===== src/rtl/crc_accel_pkg.sv =====
// Shared definitions for the CRC-32 accelerator: register map, STATUS layout,
// engine states and the byte-wide CRC update.
package crc_accel_pkg;

    localparam logic [2:0] REG_CTRL   = 3'd0;
    localparam logic [2:0] REG_STATUS = 3'd1;
    localparam logic [2:0] REG_DATA   = 3'd2;
    localparam logic [2:0] REG_RESULT = 3'd3;
    localparam logic [2:0] REG_SEED   = 3'd4;
    localparam logic [2:0] REG_BYTES  = 3'd5;

    localparam int unsigned STAT_BUSY  = 0;
    localparam int unsigned STAT_FULL  = 1;
    localparam int unsigned STAT_EMPTY = 2;
    localparam int unsigned STAT_ERR   = 3;
    localparam int unsigned STAT_CNT_LSB = 4;

    typedef enum logic {
        ST_IDLE = 1'b0,
        ST_PROC = 1'b1
    } state_t;

    // Reflected CRC, data bits consumed LSB first.
    function automatic logic [31:0] crc8(input logic [31:0] crc_in,
                                         input logic [7:0]  data,
                                         input logic [31:0] poly);
        logic [31:0] c;
        c = crc_in;
        for (int unsigned i = 0; i < 8; i++) begin
            c = (c >> 1) ^ (poly & {32{c[0] ^ data[i]}});
        end
        return c;
    endfunction

endpackage


===== src/rtl/sync_fifo.sv =====
// Single-clock show-ahead FIFO with synchronous flush; push ignored when full,
// pop ignored when empty.
module sync_fifo #(
    parameter int unsigned WIDTH = 34,
    parameter int unsigned DEPTH = 4
) (
    input  logic                     clk,
    input  logic                     rst,
    input  logic                     push,
    input  logic                     pop,
    input  logic                     flush,
    input  logic [WIDTH-1:0]         din,
    output logic [WIDTH-1:0]         dout,
    output logic                     full,
    output logic                     empty,
    output logic [$clog2(DEPTH):0]   count
);

    localparam int unsigned AW = $clog2(DEPTH);

    logic [WIDTH-1:0] mem [DEPTH];
    logic [AW-1:0]    wr_ptr;
    logic [AW-1:0]    rd_ptr;
    logic             do_push;
    logic             do_pop;

    assign full    = (count == (AW + 1)'(DEPTH));
    assign empty   = (count == '0);
    assign do_push = push && !full;
    assign do_pop  = pop && !empty;
    assign dout    = mem[rd_ptr];

    always_ff @(posedge clk) begin
        if (rst || flush) begin
            wr_ptr <= '0;
            rd_ptr <= '0;
            count  <= '0;
        end else begin
            if (do_push) wr_ptr <= wr_ptr + 1'b1;
            if (do_pop)  rd_ptr <= rd_ptr + 1'b1;
            case ({do_push, do_pop})
                2'b10:   count <= count + 1'b1;
                2'b01:   count <= count - 1'b1;
                default: count <= count;
            endcase
        end
    end

    always_ff @(posedge clk) begin
        if (do_push && !flush) mem[wr_ptr] <= din;
    end

endmodule


===== src/rtl/crc_accel.sv =====
// Memory-mapped CRC-32 accelerator: bus register file, input word FIFO and a
// byte-serial CRC engine.
module crc_accel
    import crc_accel_pkg::*;
#(
    parameter int unsigned FIFO_DEPTH = 4,
    parameter logic [31:0] POLY       = 32'hEDB88320,
    parameter logic [31:0] XOROUT     = 32'hFFFFFFFF,
    parameter logic [31:0] SEED_RESET = 32'hFFFFFFFF
) (
    input  logic        clk,
    input  logic        rst,
    input  logic        valid,
    input  logic [7:0]  addr,
    input  logic [31:0] wdata,
    input  logic [3:0]  wstrb,
    output logic [31:0] rdata,
    output logic        ready
);

    localparam int unsigned CW = $clog2(FIFO_DEPTH) + 1;

    state_t      state;
    state_t      next_state;
    logic [31:0] crc;
    logic [31:0] seed;
    logic [31:0] bytes;
    logic        err;
    logic [31:0] word;
    logic [1:0]  last;
    logic [1:0]  idx;

    logic [33:0] fifo_din;
    logic [33:0] fifo_dout;
    logic        fifo_full;
    logic        fifo_empty;
    logic [CW-1:0] fifo_count;

    logic        hit;
    logic        is_write;
    logic [2:0]  reg_idx;
    logic        data_wr;
    logic        strobe_ok;
    logic [1:0]  n_minus_1;
    logic        result_rd;
    logic        stall;
    logic        push;
    logic        pop;
    logic        start;
    logic        bad_strobe;
    logic        seed_wr;
    logic [7:0]  cur_byte;
    logic        unused_addr_bits;

    assign hit      = valid && (addr[7:5] == 3'd0);
    assign is_write = |wstrb;
    assign reg_idx  = addr[4:2];
    assign unused_addr_bits = ^addr[1:0];

    always_comb begin
        strobe_ok = 1'b1;
        n_minus_1 = 2'd0;
        case (wstrb)
            4'b0001: n_minus_1 = 2'd0;
            4'b0011: n_minus_1 = 2'd1;
            4'b0111: n_minus_1 = 2'd2;
            4'b1111: n_minus_1 = 2'd3;
            default: strobe_ok = 1'b0;
        endcase
    end

    assign data_wr    = hit && is_write && (reg_idx == REG_DATA);
    assign result_rd  = hit && !is_write && (reg_idx == REG_RESULT);
    assign start      = hit && is_write && (reg_idx == REG_CTRL) && wdata[0];
    assign seed_wr    = hit && is_write && (reg_idx == REG_SEED);
    assign bad_strobe = data_wr && !strobe_ok;
    assign push       = data_wr && strobe_ok && !fifo_full;
    assign fifo_din   = {n_minus_1, wdata};

    // Malformed DATA strobes never push, so they are never held off by FULL.
    assign stall = (data_wr && strobe_ok && fifo_full) ||
                   (result_rd && (!fifo_empty || state != ST_IDLE));
    assign ready = valid && !stall;

    sync_fifo #(
        .WIDTH (34),
        .DEPTH (FIFO_DEPTH)
    ) u_fifo (
        .clk   (clk),
        .rst   (rst),
        .push  (push),
        .pop   (pop),
        .flush (start),
        .din   (fifo_din),
        .dout  (fifo_dout),
        .full  (fifo_full),
        .empty (fifo_empty),
        .count (fifo_count)
    );

    always_ff @(posedge clk) begin
        if (rst) state <= ST_IDLE;
        else     state <= next_state;
    end

    always_comb begin
        next_state = state;
        pop        = 1'b0;
        case (state)
            ST_IDLE: begin
                if (!fifo_empty) begin
                    pop        = 1'b1;
                    next_state = ST_PROC;
                end
            end
            ST_PROC: begin
                if (idx == last) next_state = ST_IDLE;
            end
            default: next_state = ST_IDLE;
        endcase
        if (start) begin
            pop        = 1'b0;
            next_state = ST_IDLE;
        end
    end

    assign cur_byte = word[{idx, 3'b000} +: 8];

    always_ff @(posedge clk) begin
        if (rst) begin
            crc   <= SEED_RESET;
            seed  <= SEED_RESET;
            bytes <= '0;
            err   <= 1'b0;
            word  <= '0;
            last  <= '0;
            idx   <= '0;
        end else begin
            if (seed_wr) begin
                for (int unsigned i = 0; i < 4; i++) begin
                    if (wstrb[i]) seed[8*i +: 8] <= wdata[8*i +: 8];
                end
            end
            if (start) begin
                crc   <= seed;
                bytes <= '0;
                err   <= 1'b0;
                idx   <= '0;
            end else begin
                if (bad_strobe) err <= 1'b1;
                if (pop) begin
                    word <= fifo_dout[31:0];
                    last <= fifo_dout[33:32];
                    idx  <= '0;
                end
                if (state == ST_PROC) begin
                    crc   <= crc8(crc, cur_byte, POLY);
                    bytes <= bytes + 32'd1;
                    idx   <= idx + 2'd1;
                end
            end
        end
    end

    always_comb begin
        rdata = '0;
        if (hit && !is_write) begin
            case (reg_idx)
                REG_STATUS: begin
                    rdata[STAT_BUSY]  = (state != ST_IDLE) || !fifo_empty;
                    rdata[STAT_FULL]  = fifo_full;
                    rdata[STAT_EMPTY] = fifo_empty;
                    rdata[STAT_ERR]   = err;
                    rdata[STAT_CNT_LSB +: 4] = 4'(fifo_count);
                end
                REG_RESULT: rdata = crc ^ XOROUT;
                REG_SEED:   rdata = seed;
                REG_BYTES:  rdata = bytes;
                default:    rdata = '0;
            endcase
        end
    end

endmodule


===== config.mk =====
export PLATFORM = sky130hd
export DESIGN_NAME = crc_accel
export DESIGN_NICKNAME = d
export VERILOG_FILES = /design/src/rtl/crc_accel_pkg.sv /design/src/rtl/sync_fifo.sv /design/src/rtl/crc_accel.sv
export SDC_FILE = /design/constraint.sdc
export NUM_CORES = 1
export LEC_CHECK = 0
export CORE_ASPECT_RATIO = 1.5
export CORE_MARGIN = 2
export CORE_UTILIZATION = 55
export CTS_BUF_LIST = sky130_fd_sc_hd__clkbuf_4 sky130_fd_sc_hd__clkbuf_8
export CTS_CLUSTER_SIZE = 8
export DETAILED_ROUTE_END_ITERATION = 16
export PLACE_DENSITY_LB_ADDON = 0.12
export SLEW_MARGIN = 20
export SYNTH_ARGS = -nofsm -noshare
export SYNTH_HDL_FRONTEND = slang
export SYNTH_SLANG_ARGS = --single-unit
export TNS_END_PERCENT = 100

===== constraint.sdc =====
create_clock -name clk -period 3.3 [get_ports clk]
set_clock_uncertainty 0.2 [all_clocks]
set_input_delay 0.66 -clock clk [delete_from_list [all_inputs] [get_ports clk]]
set_output_delay 0.66 -clock clk [all_outputs]
set_load 0.02 [all_outputs]

## Yosys cells after proc, flatten, opt, wreduce, memory -nomap -nowiden

Memories as Yosys holds them, arrays and structs flattened. A register that Yosys moved wholly into a read port is not among the register bits.
Cells that the tools add are included.

- Register bits after elaboration: 107
- Bits in latches: 0
- RAM bits: 136
- Bits in read-only memories: 0
- Bits of input ports: 47
- Logic and storage cells: 109
- Memories: 1

- $add $sub $neg: 6
- Multipliers: 0
- Divide/modulo/power cells: 0
- $lt $le $gt $ge: 0
- Equal/unequal tests: 13
- Shifts and indexed selects: 1
- Multiplexer cells: 17
- Bitwise operators: 19
- Reduce and logical (&&, ||, !) cells: 40

Memory list:

| name | words | bits a word | read ports | clocked after memory_dff | write ports | line | RTL |
|---|---|---|---|---|---|---|---|
| u_fifo.mem | 4 | 34 | 1 | 1 | 1 | sync_fifo.sv:21 | `logic [WIDTH-1:0] mem [DEPTH];` |

Operator list:

| kind | count |
|---|---|
| $xor 31x32->32 | 8 |
| $mux 32 | 3 |
| $pmux 24 s3 | 1 |
| $add 32x1->32 const B | 1 |
| $not 32->32 | 1 |
| $pmux 8 s4 | 1 |
| $shiftx 32x6->8 | 1 |
| $logic_and 1x1->1 | 17 |
| $reduce_and 2->1 | 5 |
| $eq 3x3->1 const B | 3 |
| $logic_not 3->1 | 3 |
| $reduce_or 4->1 | 2 |
| $xor 1x1->1 | 8 |
| $mux 1 | 7 |
| $add 2x1->2 const B | 3 |
| $eq 3x2->1 const B | 2 |
| $logic_not 1->1 | 6 |
| $pmux 2 s3 | 1 |
| $pmux 3 s2 | 1 |
| $reduce_bool 2->1 | 3 |
| $eq 4x1->1 const B | 1 |
| $eq 4x2->1 const B | 1 |
| $eq 4x3->1 const B | 1 |
| $eq 4x4->1 const B | 1 |
| 11 further kinds | 15 |

## Longest topological paths before layout

Gate-level depths: netlist (run 1).

- Depth in word-level cells: 19
- Depth in mapped cells: 14

## By module

From an unflattened synthesis (run 1), not the netlist that was laid out.

- Cells, all modules: 1,114
- Area total of the unflattened synthesis: 12,823.5 µm²

Modules (own cells, without submodules):

| module | instances | cells an instance | area each (µm²) |
|---|---|---|---|
| crc_accel | 1 | 881 | 7,387.1 |
| sync_fifo | 1 | 233 | 5,436.5 |

## Least setup slack after synthesis (run 1)

OpenSTA, ideal clock, no wires.

- Path kind: input port to flip-flop
- From: input port wstrb[3]
- To: register u_fifo.count[2]
- Library setup time: 128 ps
- Arrival: 3,298 ps
- Data required time: 2,972 ps
- Slack: -326 ps
- Cell stages on the path: 14
- Buffers on the path: 2
- Cell sequence: nor4_1 nor4b_1 and3b_1 or3_1 buf_2 inv_1 clkbuf_1 ha_1 inv_1 fa_1 xor2_1 nor2_1 xnor2_1 nor2_1

- Longest elaborated chain between the ends: 8
- Elaborated cells on any way between the ends: 21
- Classes of those cells: 6 x eq/ne; 3 x mux; 12 x reduce/logical

RTL lines:

| what | line | RTL |
|---|---|---|
| start: declaration | crc_accel.sv:16 | `input logic [3:0] wstrb,` |
| $reduce_or 4->1 (*) | crc_accel.sv:56 | `assign is_write = \|wstrb;` |
| $logic_and 1x1->1 (*) (3 in series) | crc_accel.sv:74 | `assign start = hit && is_write && (reg_idx == REG_CTRL) && wdata[0];` |
| $mux 1 (*) | crc_accel.sv:121 | `if (start) begin` |
| $logic_and 1x1->1 (*) | sync_fifo.sv:30 | `assign do_pop = pop && !empty;` |
| net u_fifo.do_pop | sync_fifo.sv:25 | `logic do_pop;` |
| $eq 2x1->1 / $eq 2x2->1 (equally long branches) | sync_fifo.sv:41 | `case ({do_push, do_pop})` |
| $pmux 3 s2 / $reduce_bool 2->1 (equally long branches) | - |  |
| end signal: assignment | sync_fifo.sv:42 | `2'b10: count <= count + 1'b1;` |
| end signal: assignment | sync_fifo.sv:43 | `2'b01: count <= count - 1'b1;` |
| end signal: assignment | sync_fifo.sv:44 | `default: count <= count;` |
| end: declaration | sync_fifo.sv:16 | `output logic [$clog2(DEPTH):0] count` |

The timed path passes the listed nets; every way through them passes the cells marked *.
A chain may end at the register's enable or synchronous reset.

## Worst setup path after layout (run 1)

- From: input port addr[4]
- To: output port rdata[2]

- Longest elaborated chain between the ends: 3
- Elaborated cells on any way between the ends: 6
- Classes of those cells: 4 x eq/ne; 2 x mux

RTL lines:

| what | line | RTL |
|---|---|---|
| start: declaration | crc_accel.sv:14 | `input logic [7:0] addr,` |
| $eq 3x3->1, or another cell as far along | crc_accel.sv:168 | `case (reg_idx)` |
| $pmux 8 s4 (*) | crc_accel.sv:168 |  |
| $mux 32 (*) | crc_accel.sv:167 | `if (hit && !is_write) begin` |
| end: declaration | crc_accel.sv:17 | `output logic [31:0] rdata,` |

Every way passes the cells marked *; elsewhere a longest branch is shown, timed or not.

==> results of run 1 <==
layout by cell type (no fill, tap or decap), types with 27 or more instances in the layout:
| master | count |
|---|---|
| a21oi_1 | 61 |
| a22oi_1 | 27 |
| buf_4 | 59 |
| clkbuf_8 | 53 |
| clkdlybuf4s50_1 | 40 |
| dfxtp_1 | 139 |
| edfxtp_1 | 136 |
| mux4_2 | 39 |
| nand2_1 | 211 |
| nand3_1 | 43 |
| nor2_1 | 73 |
| nor3_1 | 28 |
| o21ai_0 | 46 |
| xnor2_1 | 56 |
| xor2_1 | 33 |
layout make-up:
| cell class | instances | area, um^2 |
|---|---|---|
| well taps | 276 | 345 |
| clock inverters | 4 | 62.6 |
| flip-flops and latches | 277 | 6910 |
| multi-input cells | 776 | 5410 |
| inverters | 12 | 45.0 |
| repair buffers | 151 | 1370 |
| clock buffers | 76 | 902 |
| fillers | 1784 | 7250 |
critical path: stages:
cell	delay (ns)
clkdlybuf4s50_1	0.52
inv_2	0.10
buf_4	0.18
nor3_4	0.27
buf_4	0.16
buf_4	0.10
a221oi_1	0.07
nor2_1	0.17
buf_4	0.18
cells by family after synthesis:
family / share of synthesized area
buffers and inverters: 0.0266
AOI/OAI and AO/OA: 0.0893
adders and majority gates: 0.00762
DFF: 0.554
xor gates and xnor gates: 0.0889
muxes: 0.0849
and+or+nand+nor: 0.149
path summary, 6_finish.rpt:
path | cells past startpoint | slack, ns | to
max | 9 | 0.02 | rdata[2]
min | 2 | 0.25 | word[3]$_SDFFE_PP0P_
min reg2reg | 2 | 0.25 | word[3]$_SDFFE_PP0P_
max reg2reg | 8 | 0.27 | crc[26]$_SDFFE_PP1P_
layer usage:
metal  wire [um]  vias up
met5           0        -
met4        1350        0
met3        1330       75
met2       16800      225
met1       11900     4364
li1            -     4311
registers in the layout (all words and copies together), names as in the netlist:
signal	flops
idx	2
err	1
crc	32
bytes	32
u_fifo.rd_ptr	2
u_fifo.mem	136
last	2
word	32
u_fifo.wr_ptr	2
state	1
u_fifo.count	3
seed	32
repair_timing:
action	in CTS	in global routing
pin swaps	3	4
buffers inserted	1	2
setup endpoints to repair	33	34
endpoints found under the hold margin	0	0
gates resized for setup	90	54
hold buffers	0	0
where the power goes:
| part | switching, mW | total, mW | internal (mW) |
|---|---|---|---|
| Sequential | 0.380 | 4.35 | 3.97 |
| Clock | 1.31 | 3.12 | 1.80 |
| Combinational | 2.78 | 5.29 | 2.51 |
through the flow:
stage	utilization	cells	total power, mW	setup WS (ns)	TNS [ns]
after global placement	0.634	1489	9.58	-0.403	-21.96
after CTS	0.679	1570	12.8	-0.148	-0.514
after global routing	0.675	1572	13.4	-0.0347	-0.0692
after detailed placement	0.634	1489	9.62	-0.429	-28.20
after floorplan	-	1135	8.27	-0.0603	-0.0603
final	0.675	1572	12.8	0.0246	0
==> results.py, run 1 <==
metrics = {
    "die": {
        "core_area_um2": 22300,
        "die_x_um": 127,
        "io_pins": 80,
        "core.rowCount": 67,
        "dieArea_um2": 23900,
        "dieHeight_um": 188,
        "start_util": 0.560,
    },
    "grt": {
        "grt_start_max_net_pins": 57,
        "grt_busiest_layer": "met2",
        "use_met3": 0.0349,
        "grtUsageMet1": 0.309,
        "grt-ovfl-total": 0,
        "grt_usage": 0.268,
        "grt_first_pass_wirelength_mm": 49.4,
        "grt.met2_usage": 0.490,
        "grt_pass1_vias": 9030,
        "antenna_found_initial": 0,
    },
    "setup_path": {
        "end_kind": "output pin",
        "critPathKind": "in2out",
        "worstPathRequired_ns": 2.44,
        "start_kind": "input port",
        "worstReg2RegStart": "idx[0]$_SDFFE_PP0P_",
        "worstPathArrival_ns": 2.42,
        "cp_max_fo": 6,
        "cp-startpoint": "addr[4]",
    },
    "clock_tree": {
        "clockBufferDepth": 3,
        "clock-sinks": 277,
        "htree_num_levels": 2,
        "clock_latency_ns": 0.56,
        "cts_made_buffers": 44,
        "root_buffer": "clkbuf_8",
        "tritoncts": "yes",
        "clk_pin_slew_worst_paths_ns": 0.06,
    },
    "logic_synthesis": {
        "avgSynthCellArea_um2": 11.0,
        "synth_common_cells": "nand2_1 (211), dfxtp_1 (141), edfxtp_1 (136)",
        "synth_nets": 1189,
        "synthArstFlopShare": 0,
        "synth_area_leaders": "edfxtp_1 (33%), dfxtp_1 (23%), mux4_2 (7.0%)",
        "synth_edf_count": 136,
        "netlist_area_um2": 12500,
        "ys_ff_latch": 277,
        "synth_top_area_share": 0.327,
        "yosys.area.top_type": "edfxtp_1",
        "synth_seq_area_share": 0.554,
        "ys_types": 58,
        "yosysMostFrequentCell": "nand2_1",
        "yosysWarnings": 0,
        "synthCells": 1135,
        "ys.flop_type": "dfxtp_1",
    },
    "route": {
        "viasPerCell": 5.71,
        "post-route-drc-count": 0,
        "ant_nets": 0,
        "routed_wl_mm": 31.4,
        "wl_per_cell_um": 20.0,
        "drtPass1Iterations": 5,
        "drt_iter0_markers": 492,
        "via_count": 8975,
    },
    "place": {
        "dpl-instance-area_um2": 14100,
        "io_buffers": 77,
        "hpwl_mm": 22.7,
        "globalplace.congestion": 0.922,
    },
    "finish": {
        "final_cell_area_um2": 15000,
        "num_antenna_cells": 0,
        "area_growth_pct": 20.6,
        "fin_nets": 1316,
        "layout-drive-gt1-share": 0.224,
    },
    "sta": {
        "fin_crit_ns": 3.28,
        "whs_ns": 0.251,
        "hold_viol": 0,
        "rsz0062_at_grt": "true",
        "min_period_over_period": 0.993,
        "maxSlewViolCount": 0,
        "slew_headroom": 0.559,
        "max_freq_mhz": 305,
        "setup_viol": 0,
        "worst_slew_pin_slew_ns": 0.662,
    },
    "hold_path": {
        "worstHoldStart": "word[3]$_SDFFE_PP0P_",
        "hold_path_class": "reg2reg",
    },
    "power": {
        "peakVddDrop_mv": 0.670,
        "power_per_cell_area_nw_per_um2": 848,
        "leakage_nw": 5.33,
    },
    "status": {
        "outcome": "completed",
    },
    "flow_run": {
        "drv_cap": 0,
    },
}
Note: power is estimated with default switching activity, not from simulation.
==> run 2: changes to the inputs <==
CORE_UTILIZATION = 29   (was 55)
==> run 2 against run 1 <==
Compared with the run above: critical endpoint unchanged; count of clock-buffer cells in the layout up 1; largest cell class unchanged; combinational power up 1%; worst hold slack better by 0.0062 ns.
==> results.py, run 2 (synthesis gave the netlist of run 1 again) <==
metrics = {
    "finish": {
        "final_cell_mix": "nand2_1 (209), dfxtp_1 (139), edfxtp_1 (136), buf_4 (83), nor2_1 (73)",
        "largest-register": "u_fifo.mem",
        "layout-drive-gt1-share": 0.237,
        "area_growth_pct": 24.7,
        "fin_nets": 1339,
        "final_common_cell": "nand2_1",
        "fin_util": 0.364,
        "largest_reg_flops": 136,
    },
    "die": {
        "core.rowCount": 93,
        "dieHeight_um": 258,
        "start_util": 0.292,
        "die_x_um": 173,
        "io_pins": 80,
        "dieArea_um2": 44700,
        "core_area_um2": 42700,
    },
    "clock_tree": {
        "cts_made_buffers": 45,
        "clk_pin_slew_worst_paths_ns": 0.06,
        "clock-sinks": 277,
        "root_buffer": "clkbuf_8",
        "tritoncts": "yes",
        "clock_latency_ns": 0.60,
        "clockBufferDepth": 3,
        "cts_hold_buf": 0,
        "htree_num_levels": 2,
    },
    "sta": {
        "whs_ns": 0.257,
        "maxSlewViolCount": 0,
        "slew_headroom": 0.562,
        "fin_crit_ns": 3.20,
        "min_period_over_period": 0.971,
        "max_freq_mhz": 312,
        "setup_viol": 0,
        "rsz0062_at_grt": "false",
        "worst_slew_pin_slew_ns": 0.656,
        "hold_viol": 0,
        "setup_tns_ns": 0,
    },
    "grt": {
        "grt-ovfl-total": 0,
        "grt_usage": 0.171,
        "grt_first_pass_wirelength_mm": 57.4,
        "grt_pass1_vias": 9279,
        "antenna_found_initial": 1,
        "grt_start_max_net_pins": 57,
    },
    "power": {
        "peakVddDrop_mv": 0.467,
        "power_per_cell_area_nw_per_um2": 827,
        "leakage_nw": 5.41,
        "p_total_mw": 12.9,
    },
    "setup_path": {
        "worstReg2RegStart": "idx[1]$_SDFFE_PP0P_",
        "cp_max_fo": 3,
        "cp-startpoint": "addr[6]",
        "start_kind": "input port",
        "end_kind": "output pin",
        "worstPathRequired_ns": 2.44,
        "worstPathArrival_ns": 2.34,
        "critPathKind": "in2out",
    },
    "place": {
        "hpwl_mm": 27.8,
        "globalplace.congestion": 0.841,
        "io_buffers": 77,
    },
    "route": {
        "post-route-drc-count": 0,
        "viasPerCell": 4.76,
        "drtPass1Iterations": 5,
        "ant_nets": 0,
        "drt_iter0_markers": 506,
        "wl_per_cell_um": 20.1,
        "via_count": 8999,
        "routed_wl_mm": 38.0,
    },
    "hold_path": {
        "hold_path_class": "reg2reg",
        "worstHoldStart": "word[29]$_SDFFE_PP0P_",
    },
    "status": {
        "outcome": "completed",
    },
    "flow_run": {
        "drv_cap": 0,
    },
}
[run 2: metrics by stage]
| stage | cells | area [um^2] | worst slack [ns] |
|---|---|---|---|
| after CTS | 1889 | 15500 | -0.0213 |
| final | 1891 | 15600 | 0.0963 |
| after floorplan | 1135 | 12600 | -0.0603 |
| after detailed placement | 1804 | 14600 | -0.468 |
| after global routing | 1891 | 15600 | 0.00401 |
| after global placement | 1804 | 14600 | -0.535 |
[run 2: worst paths after layout]
| check | slack (ns) | depth (start not counted) | end |
|---|---|---|---|
| setup / recovery | 0.1 | 8 | rdata[2] |
| hold / removal | 0.26 | 2 | word[29]$_SDFFE_PP0P_ |
| setup reg to reg | 0.25 | 7 | crc[23]$_SDFFE_PP1P_ |
| hold reg to reg | 0.26 | 2 | word[29]$_SDFFE_PP0P_ |
[run 2: cell type report]
type                    instances  area (um^2)
diodes                          1         2.50
clock buffers                  77          903
clock inverters                 5         46.3
fillers                      4324        27100
inverters                      12         46.3
multi-input cells             776         5390
flip-flops and latches        277         6910
well taps                     570          713
repair buffers                173         1550
[run 2: what timing repair did]
action                                  4_1_cts  5_1_grt
hold endpoints to repair                      0        0
pin swaps                                     2        0
resized for setup                           127       12
endpoints found under the setup margin       33       33
setup buffers                                 3        1
[run 2: critical path: stages]
cell and delay [ns]:
clkdlybuf4s50_1 0.41, nor4b_2 0.27, buf_4 0.17, buf_4 0.11, o2111ai_1 0.09, buf_4 0.17, nor2_1 0.18, clkdlybuf4s15_2 0.29
[run 2: where the power goes]
group,internal [mW],total [mW],switching (mW)
Combinational,2.55,5.36,2.82
Sequential,3.97,4.35,0.384
Clock,1.73,3.14,1.41
[run 2: layer usage]
metal,share of wire,vias to the layer above,GRT usage
li1,-,4357,-
met1,0.39,4413,0.188
met2,0.54,161,0.326
met3,0.032,68,0.0247
met4,0.037,0,0.0702
met5,0,-,0
==> run 3: changes to the inputs <==
MAX_ROUTING_LAYER = met4   (was unset)
==> run 3 against run 2 <==
Compared with the run above: critical path depth unchanged; via count is 0.42% lower; die area is the same; sequential power is essentially flat; non-clock buffer count did not move; sequential share of layout area unchanged; register-to-register slack barely moved; global-route usage grew 0.51 points; routed wire length decreased by 0.17%; fmax is essentially flat; core utilization did not move; critical path type unchanged; critical endpoint is now rdata[1]; highest routed layer unchanged.
==> results.py, run 3 (synthesis gave the netlist of run 1 again) <==
metrics = {
    "status": {
        "outcome": "completed",
    },
    "setup_path": {
        "crit_path_top_delay_cell": "clkdlybuf4s50_1",
        "worstReg2RegStart": "idx[0]$_SDFFE_PP0P_",
        "worstRegToRegCells": 8,
        "cp_common_cell": "buf_4",
        "critPathKind": "in2out",
        "r2r-end": "crc[23]$_SDFFE_PP1P_",
        "start_kind": "input port",
        "critical_path.top_delay_family": "buffers and inverters",
        "critPathMaxStageDelay_ns": 0.41,
        "path_cells": "clkdlybuf4s50_1 -> nor4b_2 -> buf_4 -> buf_4 -> o2111ai_1 -> buf_4 -> a21oi_2 -> clkdlybuf4s15_1",
        "end_kind": "output pin",
        "worstPathArrival_ns": 2.34,
        "worstPathRequired_ns": 2.44,
        "rrSetupSlack_ns": 0.26,
        "crit_buf_inv": 5,
        "cp_max_fo": 3,
    },
    "die": {
        "dieArea_um2": 44700,
        "io_pins": 80,
        "core.rowCount": 93,
        "die_x_um": 173,
        "dieHeight_um": 258,
        "core_area_um2": 42700,
        "start_util": 0.292,
    },
    "grt": {
        "grt_start_max_net_pins": 57,
        "antenna_found_initial": 1,
        "grt-ovfl-total": 0,
        "grt_first_pass_wirelength_mm": 57.4,
        "grt_pass1_vias": 9270,
        "grt_usage": 0.176,
    },
    "flow_run": {
        "drv_cap": 0,
    },
    "finish": {
        "final_cell_mix": "nand2_1 (209), dfxtp_1 (139), edfxtp_1 (136), buf_4 (83), nor2_1 (73)",
        "largest-register": "u_fifo.mem",
        "area_growth_pct": 24.7,
        "final_cell_area_um2": 15600,
        "fin_nets": 1339,
        "layout-drive-gt1-share": 0.237,
        "final_common_cell": "nand2_1",
        "largest_reg_flops": 136,
    },
    "sta": {
        "slew_headroom": 0.558,
        "whs_ns": 0.257,
        "min_period_over_period": 0.970,
        "setup_tns_ns": 0,
        "hold_viol": 0,
        "worst_slew_pin_slew_ns": 0.660,
        "rsz0062_at_grt": "false",
        "fin_crit_ns": 3.20,
        "setup_viol": 0,
        "max_freq_mhz": 312,
        "maxSlewViolCount": 0,
    },
    "clock_tree": {
        "root_buffer": "clkbuf_8",
        "clock-sinks": 277,
        "clock_latency_ns": 0.60,
        "cts_made_buffers": 45,
        "clk_pin_slew_worst_paths_ns": 0.06,
        "tritoncts": "yes",
        "clockBufferDepth": 3,
        "htree_num_levels": 2,
    },
    "hold_path": {
        "worstHoldStart": "word[29]$_SDFFE_PP0P_",
        "hold_depth": 2,
        "worstHoldEndpoint": "word[29]$_SDFFE_PP0P_",
        "hold_path_class": "reg2reg",
    },
    "route": {
        "viasPerCell": 4.74,
        "via_count": 8961,
        "drt_iter0_markers": 491,
        "drtPass1Iterations": 4,
        "ant_nets": 0,
        "routed_wl_mm": 37.9,
        "post-route-drc-count": 0,
        "wl_per_cell_um": 20.1,
    },
    "power": {
        "power_per_cell_area_nw_per_um2": 826,
        "peakVddDrop_mv": 0.462,
        "leakage_nw": 5.41,
    },
    "place": {
        "dpl-instance-area_um2": 14600,
        "hpwl_mm": 27.8,
        "io_buffers": 77,
        "globalplace.congestion": 0.854,
    },
}
[run 3: cell counts in the layout (fill, tap and decap cells not counted)]
No cell type changed its count.
[run 3: worst min-delay path: cells and delay by family, from the launching register on]
kind	cells	cell delay (ns)
DFF	1	0.31
and+or+nand+nor	1	0.05
AOI/OAI and AO/OA	1	0.05
[run 3: worst max-delay path by stage]
| stage | cells after the start | startpoint | slack [ns] | to |
|---|---|---|---|---|
| floorplan | 14 | wstrb[3] | -0.06 | u_fifo.count[2]$_SDFFE_PP0P_ |
| detailed placement | 7 | addr[3] | -0.47 | rdata[2] |
| global route | 8 | addr[6] | 0.003 | rdata[8] |
| CTS | 7 | addr[3] | -0.02 | rdata[2] |
| finish | 8 | addr[6] | 0.1 | rdata[1] |
| global placement | 7 | addr[3] | -0.54 | rdata[2] |
[run 3: routing by layer]
metal  GRT usage  share of wire
met1       0.187           0.38
met2       0.327           0.55
met5           -              0
met3      0.0244          0.034
met4      0.0702          0.037
[run 3: cell type report]
| class | count | area, um^2 |
|---|---|---|
| inverter | 12 | 46.3 |
| sequential | 277 | 6910 |
| fill | 4324 | 27100 |
| clock inverter | 5 | 46.3 |
| tap | 570 | 713 |
| multi-input combinational | 776 | 5390 |
| clock buffer | 77 | 903 |
| antenna | 1 | 2.50 |
| timing repair buffer | 173 | 1550 |
[run 3: power by group]
group	switching, mW	internal [mW]
Sequential	0.385	3.97
Combinational	2.80	2.55
Clock	1.41	1.73
[run 3: timing repair]
item,4_1_cts,5_1_grt
gates cloned,0,0
setup buffers,3,1
resized for setup,127,12
pin swaps,2,0
hold buffers,0,0
setup endpoints to repair,33,33
[run 3: stage by stage]
stage,setup slack (ns),utilization,instances,power [mW]
2_1_floorplan,-0.0603,-,1135,8.27
3_3_place_gp,-0.535,0.343,1804,9.85
3_5_place_dp,-0.468,0.343,1804,9.84
4_1_cts,-0.0213,0.364,1889,13.1
5_1_grt,0.00307,0.364,1891,13.6
6_report,0.0978,0.364,1891,12.8
